==> src/rtl/pc_sequencer_if.sv <==
// Command/status bundle between the control unit (master) and the PC sequencer (slave).
// Latency: n/a (wires only). Backpressure: none, commands are sampled every cycle.
// Stack status lines are present even when the sequencer is built without PC_STACK_EN.
interface pc_sequencer_if #(
    parameter int ADDR_W      = 12,
    parameter int OFF_W       = 8,
    parameter int STACK_DEPTH = 4
);
    localparam int LVL_W = $clog2(STACK_DEPTH + 1);

    logic              pc_load;
    logic              pc_call;
    logic              pc_ret;
    logic              pc_branch;
    logic              pc_inc;
    logic [ADDR_W-1:0] pc_address;
    logic [OFF_W-1:0]  pc_offset;
    logic [ADDR_W-1:0] pc_out;
    logic [LVL_W-1:0]  stack_level;
    logic              stack_ovf;
    logic              stack_unf;

    modport master (
        output pc_load, pc_call, pc_ret, pc_branch, pc_inc, pc_address, pc_offset,
        input  pc_out, stack_level, stack_ovf, stack_unf
    );

    modport slave (
        input  pc_load, pc_call, pc_ret, pc_branch, pc_inc, pc_address, pc_offset,
        output pc_out, stack_level, stack_ovf, stack_unf
    );
endinterface

==> src/rtl/pc_sequencer.sv <==
// Fetch-stage PC: jump, signed relative branch, increment, optional call/return stack (PC_STACK_EN).
// Latency: 1 cycle, pc_out and stack status are registered.
// Backpressure: none; a refused call/ret holds the PC and pulses stack_ovf/stack_unf for one cycle.
module pc_sequencer #(
    parameter int              ADDR_W      = 12,
    parameter int              OFF_W       = 8,
    parameter int              STACK_DEPTH = 4,
    parameter logic [ADDR_W-1:0] RESET_VEC = '0
) (
    input logic           clk,
    input logic           rst_n,
    pc_sequencer_if.slave bus
);
    localparam int LVL_W = $clog2(STACK_DEPTH + 1);

    logic [ADDR_W-1:0] pc_q;
    logic [ADDR_W-1:0] pc_d;
    logic [ADDR_W-1:0] pc_plus1;
    logic [ADDR_W-1:0] br_tgt;
    logic [ADDR_W-1:0] off_sext;

    assign pc_plus1 = pc_q + ADDR_W'(1);
    assign off_sext = ADDR_W'($signed(bus.pc_offset));
    assign br_tgt   = pc_q + off_sext;

    always_ff @(posedge clk or negedge rst_n) begin
        if (!rst_n) begin
            pc_q <= RESET_VEC;
        end else begin
            pc_q <= pc_d;
        end
    end

    assign bus.pc_out = pc_q;

`ifdef PC_STACK_EN
    localparam int IDX_W = (STACK_DEPTH > 1) ? $clog2(STACK_DEPTH) : 1;

    logic [ADDR_W-1:0] stack_mem [STACK_DEPTH];
    logic [LVL_W-1:0]  level_q;
    logic [LVL_W-1:0]  level_d;
    logic [IDX_W-1:0]  push_idx;
    logic [IDX_W-1:0]  top_idx;
    logic              push;
    logic              ovf_d;
    logic              unf_d;
    logic              ovf_q;
    logic              unf_q;
    logic              stack_full;
    logic              stack_empty;

    assign stack_full  = (level_q == LVL_W'(STACK_DEPTH));
    assign stack_empty = (level_q == '0);
    assign push_idx    = IDX_W'(level_q);
    assign top_idx     = IDX_W'(level_q - LVL_W'(1));

    always_comb begin
        pc_d    = pc_q;
        level_d = level_q;
        push    = 1'b0;
        ovf_d   = 1'b0;
        unf_d   = 1'b0;
        if (bus.pc_load) begin
            pc_d = bus.pc_address;
        end else if (bus.pc_call) begin
            if (stack_full) begin
                ovf_d = 1'b1;
            end else begin
                push    = 1'b1;
                level_d = level_q + LVL_W'(1);
                pc_d    = bus.pc_address;
            end
        end else if (bus.pc_ret) begin
            if (stack_empty) begin
                unf_d = 1'b1;
            end else begin
                pc_d    = stack_mem[top_idx];
                level_d = level_q - LVL_W'(1);
            end
        end else if (bus.pc_branch) begin
            pc_d = br_tgt;
        end else if (bus.pc_inc) begin
            pc_d = pc_plus1;
        end
    end

    always_ff @(posedge clk or negedge rst_n) begin
        if (!rst_n) begin
            level_q <= '0;
            ovf_q   <= 1'b0;
            unf_q   <= 1'b0;
        end else begin
            level_q <= level_d;
            ovf_q   <= ovf_d;
            unf_q   <= unf_d;
        end
    end

    // Entries are never cleared; level_q alone decides what is valid.
    always_ff @(posedge clk) begin
        if (push) begin
            stack_mem[push_idx] <= pc_plus1;
        end
    end

    assign bus.stack_level = level_q;
    assign bus.stack_ovf   = ovf_q;
    assign bus.stack_unf   = unf_q;
`else
    logic unused_ret;
    assign unused_ret = bus.pc_ret;

    // Without a stack a call is just a jump; ret drops through to branch/inc.
    always_comb begin
        pc_d = pc_q;
        if (bus.pc_load || bus.pc_call) begin
            pc_d = bus.pc_address;
        end else if (bus.pc_branch) begin
            pc_d = br_tgt;
        end else if (bus.pc_inc) begin
            pc_d = pc_plus1;
        end
    end

    assign bus.stack_level = LVL_W'(0);
    assign bus.stack_ovf   = 1'b0;
    assign bus.stack_unf   = 1'b0;
`endif
endmodule
==> src/flat_wrapper.sv <==
// flat-port wrapper written by rule: the top's interface ports become plain ports
module pc_sequencer_flat 
#(
    parameter int              ADDR_W      = 12,
    parameter int              OFF_W       = 8,
    parameter int              STACK_DEPTH = 4,
    parameter logic [ADDR_W-1:0] RESET_VEC = '0
)
  (clk, rst_n, bus_pc_load, bus_pc_call, bus_pc_ret, bus_pc_branch, bus_pc_inc, bus_pc_address, bus_pc_offset, bus_pc_out, bus_stack_level, bus_stack_ovf, bus_stack_unf);
  pc_sequencer_if #(.ADDR_W(ADDR_W), .OFF_W(OFF_W), .STACK_DEPTH(STACK_DEPTH)) bus_i ();
  input logic clk;
  input logic rst_n;
  input wire logic [$bits(bus_i.pc_load)-1:0] bus_pc_load;
  input wire logic [$bits(bus_i.pc_call)-1:0] bus_pc_call;
  input wire logic [$bits(bus_i.pc_ret)-1:0] bus_pc_ret;
  input wire logic [$bits(bus_i.pc_branch)-1:0] bus_pc_branch;
  input wire logic [$bits(bus_i.pc_inc)-1:0] bus_pc_inc;
  input wire logic [$bits(bus_i.pc_address)-1:0] bus_pc_address;
  input wire logic [$bits(bus_i.pc_offset)-1:0] bus_pc_offset;
  output wire logic [$bits(bus_i.pc_out)-1:0] bus_pc_out;
  output wire logic [$bits(bus_i.stack_level)-1:0] bus_stack_level;
  output wire logic [$bits(bus_i.stack_ovf)-1:0] bus_stack_ovf;
  output wire logic [$bits(bus_i.stack_unf)-1:0] bus_stack_unf;
  assign bus_i.pc_load = bus_pc_load;
  assign bus_i.pc_call = bus_pc_call;
  assign bus_i.pc_ret = bus_pc_ret;
  assign bus_i.pc_branch = bus_pc_branch;
  assign bus_i.pc_inc = bus_pc_inc;
  assign bus_i.pc_address = bus_pc_address;
  assign bus_i.pc_offset = bus_pc_offset;
  assign bus_pc_out = bus_i.pc_out;
  assign bus_stack_level = bus_i.stack_level;
  assign bus_stack_ovf = bus_i.stack_ovf;
  assign bus_stack_unf = bus_i.stack_unf;
  pc_sequencer #(.ADDR_W(ADDR_W), .OFF_W(OFF_W), .STACK_DEPTH(STACK_DEPTH), .RESET_VEC(RESET_VEC)) u_core (.clk(clk), .rst_n(rst_n), .bus(bus_i));
endmodule
==> config.mk <==
export PLATFORM = sky130hd
export DESIGN_NAME = pc_sequencer_flat
export DESIGN_NICKNAME = d
export VERILOG_FILES = /design/src/rtl/pc_sequencer_if.sv /design/src/rtl/pc_sequencer.sv /design/src/flat_wrapper.sv
export SDC_FILE = /design/constraint.sdc
export NUM_CORES = 1
export LEC_CHECK = 0
export CELL_PAD_IN_SITES_DETAIL_PLACEMENT = 0
export CELL_PAD_IN_SITES_GLOBAL_PLACEMENT = 1
export CORE_ASPECT_RATIO = 1.75
export CORE_MARGIN = 2
export CORE_UTILIZATION = 34
export DETAILED_ROUTE_END_ITERATION = 6
export GPL_TIMING_DRIVEN = 0
export PLACE_DENSITY_LB_ADDON = 0.1
export SYNTH_ARGS = -nofsm -noshare
export SYNTH_HDL_FRONTEND = slang
export SYNTH_SLANG_ARGS = --single-unit
==> constraint.sdc <==
create_clock -name clk -period 3.6 [get_ports clk]
set_clock_uncertainty 0.05 [all_clocks]
set_input_delay 1.08 -clock clk [delete_from_list [all_inputs] [get_ports clk]]
set_output_delay 1.08 -clock clk [all_outputs]
set_load 0.1 [all_outputs]
[After elaboration in Yosys (flattened, before gate mapping)]
Cells that the tools add are included.
Cells by class
  add/sub/neg operators: 2
  multiplexer cells: 3
  reductions and logical operators: 2
Operators by type and width (number)
  2-to-1 mux 12 bit: 3
  adder 12 x 1 -> 12 bit, second input constant: 1
  adder 12 bit: 1
  nonzero test 3 bit: 1
  logical OR 1 bit: 1
Word-level totals
  bits in registers: 12
  logic and storage cells: 8
  input bits: 27
  output and inout bits: 17

[Logic depth before layout (Yosys ltp)]
Gate-level depths: netlist of run 1.
  depth in word-level cells: 4
  mapped depth: 11
  mapped depth without buffers: 10

[Worst setup path after synthesis of run 1]
Ideal clock, no wire load.
  kind: input to register
  start: input bus_pc_branch
  end: register u_core.pc_q[8] (netlist: u_core.bus.pc_out[8])
  required time: 3.418 ns
  path buffers: 1
  path slack: 0.527 ns
  setup time: 0.132 ns
  arrival time: 2.891 ns
  stages on the path: 11
  cells stage by stage: clkbuf_1 > nand2b_1 > ha_1 > inv_1 > fa_1 > nor2b_4 > o31a_4 > o31ai_4 > nand3_2 > a221oi_2 > o41ai_2
On the way
  word-level cells in the longest chain between the ends: 2
  elaborated cells on any way between the ends: 3
  classes of those cells: mux: 2; reduce/logical: 1
Ends and longest elaborated chain
  start, declared: RTL line flat_wrapper.sv:16  | input wire logic [$bits(bus_i.pc_branch)-1:0] bus_pc_branch;
  2-to-1 mux 12 bit: RTL line pc_sequencer.sv:118  | end else if (bus.pc_branch) begin
  2-to-1 mux 12 bit: RTL line pc_sequencer.sv:116  | if (bus.pc_load || bus.pc_call) begin
  end signal, assigned: RTL line pc_sequencer.sv:30  | pc_q <= pc_d;
  end, declared: RTL line pc_sequencer.sv:16  | logic [ADDR_W-1:0] pc_q;
Parallel ways exist; a longest one is shown, timed or not.
A chain may end at the register's enable or synchronous reset.

[Worst setup path after layout of run 1]
  start: input bus_pc_offset[0]
  end: register u_core.pc_q[10] (netlist: u_core.bus.pc_out[10])
On the way
  word-level cells in the longest chain between the ends: 3
Ends and longest elaborated chain
  start, declared: RTL line flat_wrapper.sv:19  | input wire logic [$bits(bus_i.pc_offset)-1:0] bus_pc_offset;
  adder 12 bit: RTL line pc_sequencer.sv:24  | assign br_tgt = pc_q + off_sext;
  2-to-1 mux 12 bit: RTL line pc_sequencer.sv:118
  2-to-1 mux 12 bit: RTL line pc_sequencer.sv:116
Every way passes these cells.

==> results of run 1 <==
where the power goes:
group,total [mW],switching [mW],internal [mW]
combinational,0.346,0.226,0.119
sequential,0.161,0.0125,0.149
clock,0.152,0.0555,0.0967
cells in the mapped netlist, drive strengths merged:
cell type,number
clkbuf,4
nand2,19
nor3,3
nor4b,1
nand4b,1
nor3b,1
and2b,1
nand2b,2
xnor2,2
conb,1
a211oi,1
o211ai,1
and2,6
fa,1
nor2,10
inv,6
ha,7
o31ai,2
nand3,4
a221oi,1
buf,8
o221ai,2
or3,1
o2111ai,1
a21o,1
or3b,1
or4,1
o21ai,14
o41ai,2
o21a,2
o31a,1
or2,2
nor2b,1
dfrtp,12
xor2,3
a21oi,11
o311ai,1
a31oi,2
mux2i,5
and3,1
worst max-delay path, cell delays in order:
cell and delay, ns:
clkdlybuf4s50_1 0.39, nand2b_1 0.14, ha_1 0.21, inv_1 0.08
fa_2 0.23, nor2b_4 0.06, o31a_4 0.31, o31ai_4 0.34
buf_4 0.18, mux2i_1 0.17, o2111ai_1 0.12, nand2_1 0.08
per-layer routing:
| metal | share of wire | wire [um] |
|---|---|---|
| met1 | 0.38 | 1340 |
| met2 | 0.57 | 2000 |
| met3 | 0.033 | 117 |
| met4 | 0.012 | 42 |
| met5 | 0 | 0 |
final cells by class:
cell class / count / share of cell area
buffer: 12 / 0.0436
clock buffer: 4 / 0.0320
inverter: 6 / 0.0131
multi-input combinational: 120 / 0.479
sequential: 12 / 0.174
tap: 45 / 0.0327
timing repair buffer: 39 / 0.225
worst max path at each step:
stage / from / endpoint / slack, ns
5_1_grt: bus_pc_offset[0] / u_core.bus.pc_out[10] / 0.20
3_5_place_dp: bus_pc_branch / u_core.bus.pc_out[8] / -0.49
2_1_floorplan: bus_pc_branch / u_core.bus.pc_out[8] / 0.53
3_3_place_gp: bus_pc_branch / u_core.bus.pc_out[8] / -0.44
4_1_cts: bus_pc_branch / u_core.bus.pc_out[8] / 0.001
6_report: bus_pc_offset[0] / u_core.bus.pc_out[10] / 0.33
per-stage QoR:
stage | hold WS, ns | utilization
2_1_floorplan | 0.734 | -
3_3_place_gp | 0.509 | 0.487
3_5_place_dp | 0.519 | 0.487
4_1_cts | 0.536 | 0.505
5_1_grt | 0.582 | 0.512
6_report | 0.526 | 0.512
cells by family (layout without fill, tap and decap cells):
kind of cell    count (synthesis)  count (layout)
simple gates                   55              55
xor+xnor                        5               5
compound gates                 42              42
buf+inv                        18              61
mux                             5               5
other cells                     1               5
flops                          12              12
fa+ha+maj                       8               8
cell usage in the layout (no fill, tap or decap), types with 2 or more instances in the layout:
master	synthesis	final
xnor2_1	2	2
conb_1	1	5
buf_2	3	3
nand2b_1	2	2
clkbuf_1	4	3
o21a_1	2	2
mux2i_1	5	5
a21oi_1	11	11
o221ai_1	2	2
nor2_1	10	10
inv_1	6	6
nand3_1	3	3
buf_4	5	7
or2_2	2	2
o21ai_1	2	2
ha_1	7	7
o41ai_2	2	2
o21ai_0	12	12
nor3_1	3	3
nand2_1	19	19
clkdlybuf4s50_1	0	36
dfrtp_1	12	12
and2_1	6	6
a31oi_1	2	2
clkbuf_8	0	4
xor2_1	3	3
what timing repair did:
action | CTS | global route
gates resized for setup | 2 | 4
setup endpoints to repair | 5 | 3
setup buffers | 0 | 2
pin swaps | 0 | 1
gates cloned | 0 | 0
==> results_dict.tcl, run 1 <==
set metrics [dict create \
    clockBufferDepth 2 \
    htree_levels 1 \
    grt-busiest-layer "met2" \
    p_leak_nw 0.762 \
    clock_sinks 12 \
    grtUsageMet1 0.190 \
    fmax_ghz 0.306 \
    synth_top_area_share 0.251 \
    placed_area_mm2 0.00164 \
    dp_hpwl_um 2740 \
    synth_compound_area_frac 0.254 \
    synthAdderAreaFrac 0.0899 \
    reg2regPathDepth 10 \
    die_w_um 48.9 \
    final_layout_size_suffix_gt1_frac 0.150 \
    synth_xor_area_frac 0.0366 \
    startpoint_type "input port" \
    wl_per_cell_um 14.7 \
    cts_hold_buf 0 \
    cts_buffers 3 \
    maxSlewHeadroom 0.351 \
    min_delay_worst_endpoint "u_core.bus.pc_out[11]" \
    fin_area_mm2 0.00172 \
    rsz0062_at_grt "no" \
    die_area_mm2 0.00403 \
    grt_max_degree 13 \
    synthMuxAreaShare 0.0418 \
    status "complete, no violations" \
    critical_path_class "in -> reg" \
    ant_nets 0 \
    timing.final.crit_period_ns 3.27 \
    grtUsageMet2 0.360 \
    gp_congestion 0.804 \
    dp.cells 232 \
    insertion_delay_ns 0.24 \
    ios 44 \
    core_mm2 0.00336 \
    synth_top_family_by_area "compound AO/OA/AOI/OAI gates" \
    row_count 28 \
    hold_depth 2 \
    r2r_start "u_core.bus.pc_out[0]" \
    hp-class "reg -> reg" \
    routed_wl_um 3500 \
    cts_tree "built" \
    synth_seq_area_share 0.251 \
    antenna_found_initial 0 \
    synthCells 146 \
    endpoint_kind "flip-flop" \
    multi_input_area_um2 825 \
    synth_area_per_cell_um2 8.20 \
    n_fill_cell 329 \
    hold_violations 0 \
    fin_setup_tns_ns 0 \
    setup_viol 0 \
    grtUsageTotal 0.185 \
    cp_max_fo 5 \
    ys_ff_latch 12 \
    ys_warn_count 0 \
    start_util 0.356 \
    r2r-end "u_core.bus.pc_out[10]" \
    synth_area_leader_cell "dfrtp_1" \
    drc 0 \
    syn-cell-area_mm2 0.00120 \
    die_h_um 82.5 \
    gr-total-overflow 0 \
    finalPower_uw 659 \
    power_density_mw_per_mm2 383 \
    drv_cap 0 \
    io_buffers 37 \
    root_buffer "clkbuf_8" \
    slew_viol_final 0 \
    drt_first_iter_violations 15 \
    via_count 1210 \
    synthToLayoutAreaGrowth_pct 43.8 \
    post-route-period-util 0.908 \
    cp.arrival_ns 3.40 \
    drtPass1Iterations 4 \
    met3_usage 0.0252 \
    clk_pin_slew_ns 0.06 \
    worstHoldStart "u_core.bus.pc_out[11]" \
    worst_slack_ns 0.331 \
    ir_drop_uv 207 \
    viasPerCell 5.08 \
    synthTopCellsByArea "dfrtp_1 (25%), ha_1 (7.3%), nand2_1 (6.0%)" \
    grt_pass1_vias 1238 \
    tightest_slew_ns 0.970 \
    largest_reg_flops 12 \
    diodes 0 \
    yosys.area_share.simple 0.249 \
    synth.distinct_cells 44 \
    grt_pass1_wl_um 5620 \
    seq_area_um2 300 \
    rrSetupSlack_ns 1.29 \
    worstPathRequired_ns 3.73 \
    dp_slack_ns -0.485 \
    fin_cells 238 \
    fin_nets 229 \
]
Power figures use the tool's default switching activity.
==> run 2: changes to the inputs <==
CORE_UTILIZATION = 35   (was 34)
CTS_BUF_LIST = sky130_fd_sc_hd__clkbuf_2   (was default)
==> results_dict.tcl, run 2 (synthesis results as in run 1) <==
set metrics [dict create \
    critical_path_class "in -> reg" \
    dp_slack_ns -0.460 \
    ios 44 \
    die_area_mm2 0.00392 \
    final_layout_size_suffix_gt1_frac 0.135 \
    power_density_mw_per_mm2 348 \
    routed_wl_um 3380 \
    setup_viol 0 \
    timing.hold.ws_ns 0.563 \
    maxSlewHeadroom 0.338 \
    multi_input_area_um2 822 \
    worst_slack_ns 0.111 \
    dp.cells 232 \
    cts_buffers 3 \
    grt_pass1_wl_um 5230 \
    diodes 0 \
    start_util 0.360 \
    fin_cells 237 \
    die_w_um 48.2 \
    seq_area_um2 300 \
    dp_hpwl_um 2670 \
    p_leak_nw 0.734 \
    clockBufferDepth 2 \
    largest_reg_flops 12 \
    r2r-end "u_core.bus.pc_out[8]" \
    htree_levels 1 \
    row_count 28 \
    core_mm2 0.00333 \
    cts_tree "built" \
    gp_congestion 0.827 \
    viasPerCell 5.08 \
    endpoint_kind "flip-flop" \
    cp.arrival_ns 3.62 \
    hold_depth 2 \
    ant_nets 0 \
    n_fill_cell 337 \
    post-route-period-util 0.969 \
    root_buffer "clkbuf_2" \
    status "complete, no violations" \
    antenna_found_initial 0 \
    reg2regPathDepth 9 \
    clk_pin_slew_ns 0.14 \
    worstPathRequired_ns 3.73 \
    wl_per_cell_um 14.3 \
    startpoint_type "input port" \
    drt_first_iter_violations 27 \
    synthToLayoutAreaGrowth_pct 39.7 \
    r2r_start "u_core.bus.pc_out[0]" \
    grt_max_degree 13 \
    rrSetupSlack_ns 1.27 \
    worstHoldStart "u_core.bus.pc_out[11]" \
    cp_max_fo 10 \
    grtUsageTotal 0.190 \
    cts_hold_buf 0 \
    ir_drop_uv 172 \
    grt_pass1_vias 1211 \
    hp-class "reg -> reg" \
    rsz0062_at_grt "no" \
    drc 0 \
    die_h_um 81.4 \
    io_buffers 37 \
    layout_commonest_cell "clkdlybuf4s50_1" \
    slew_viol_final 0 \
    hold_violations 0 \
    drtPass1Iterations 4 \
    drv_cap 0 \
    via_count 1205 \
    clock_sinks 12 \
    gr-total-overflow 0 \
    layout_common_cells "clkdlybuf4s50_1 (37), nand2_1 (19), o21ai_0 (12), dfrtp_1 (12), a21oi_1 (11)" \
    min_delay_worst_endpoint "u_core.bus.pc_out[11]" \
    insertion_delay_ns 0.28 \
    tightest_slew_ns 0.990 \
    timing.final.crit_period_ns 3.49 \
    fin_nets 228 \
    fmax_ghz 0.287 \
]
## run 2: critical path: stages
cell and delay, ns:
clkdlybuf4s50_1 0.57, buf_6 0.18, nand2b_1 0.06, ha_1 0.20
inv_1 0.07, fa_1 0.24, nor2b_4 0.06, o31a_4 0.31
o31ai_4 0.37, nand3_2 0.12, a221oi_2 0.25, o41ai_2 0.10
## run 2: how the worst max path moves through the flow
stage / startpoint / end
floorplan: bus_pc_branch / u_core.bus.pc_out[8]
global placement: bus_pc_branch / u_core.bus.pc_out[8]
detailed placement: bus_pc_branch / u_core.bus.pc_out[8]
CTS: bus_pc_branch / u_core.bus.pc_out[8]
global route: bus_pc_branch / u_core.bus.pc_out[8]
finish: bus_pc_branch / u_core.bus.pc_out[8]
## run 2: repair_timing
| item | 4_1_cts | 5_1_grt |
|---|---|---|
| pin swaps | 0 | 1 |
| buffers inserted | 0 | 1 |
| endpoints found under the hold margin | 0 | 0 |
| setup endpoints to repair | 3 | 3 |
| gates resized for setup | 1 | 4 |
## run 2: per-layer routing
| metal | vias up | GRT usage | part of all wire |
|---|---|---|---|
| met5 | - | 0 | 0 |
| met4 | 0 | 0.0649 | 0.012 |
| li1 | 600 | - | - |
| met2 | 28 | 0.362 | 0.57 |
| met1 | 571 | 0.194 | 0.38 |
| met3 | 6 | 0.0200 | 0.033 |
## run 2: layout make-up
cell class,count,area share
Inverter,6,0.0135
Clock inverter,1,0.00224
Timing Repair Buffer,38,0.226
Sequential cell,12,0.180
Buffer,12,0.0449
Multi-Input combinational cell,120,0.491
Clock buffer,3,0.00898
Tap cell,45,0.0337
## run 2: per-stage QoR
stage                      util  power [mW]  setup TNS [ns]  area, um2
after floorplan               -       0.415               0       1210
after global placement    0.492       0.501           -2.10       1640
after detailed placement  0.492       0.505           -2.15       1640
after CTS                 0.498       0.586               0       1660
after global routing      0.503       0.622               0       1670
final                     0.503       0.582               0       1670
## run 2: power breakdown
| group | leakage, nW | switching [mW] | internal [mW] |
|---|---|---|---|
| registers | 0.143 | 0.0123 | 0.148 |
| logic | 0.578 | 0.226 | 0.118 |
| clock network | 0.0140 | 0.0537 | 0.0241 |
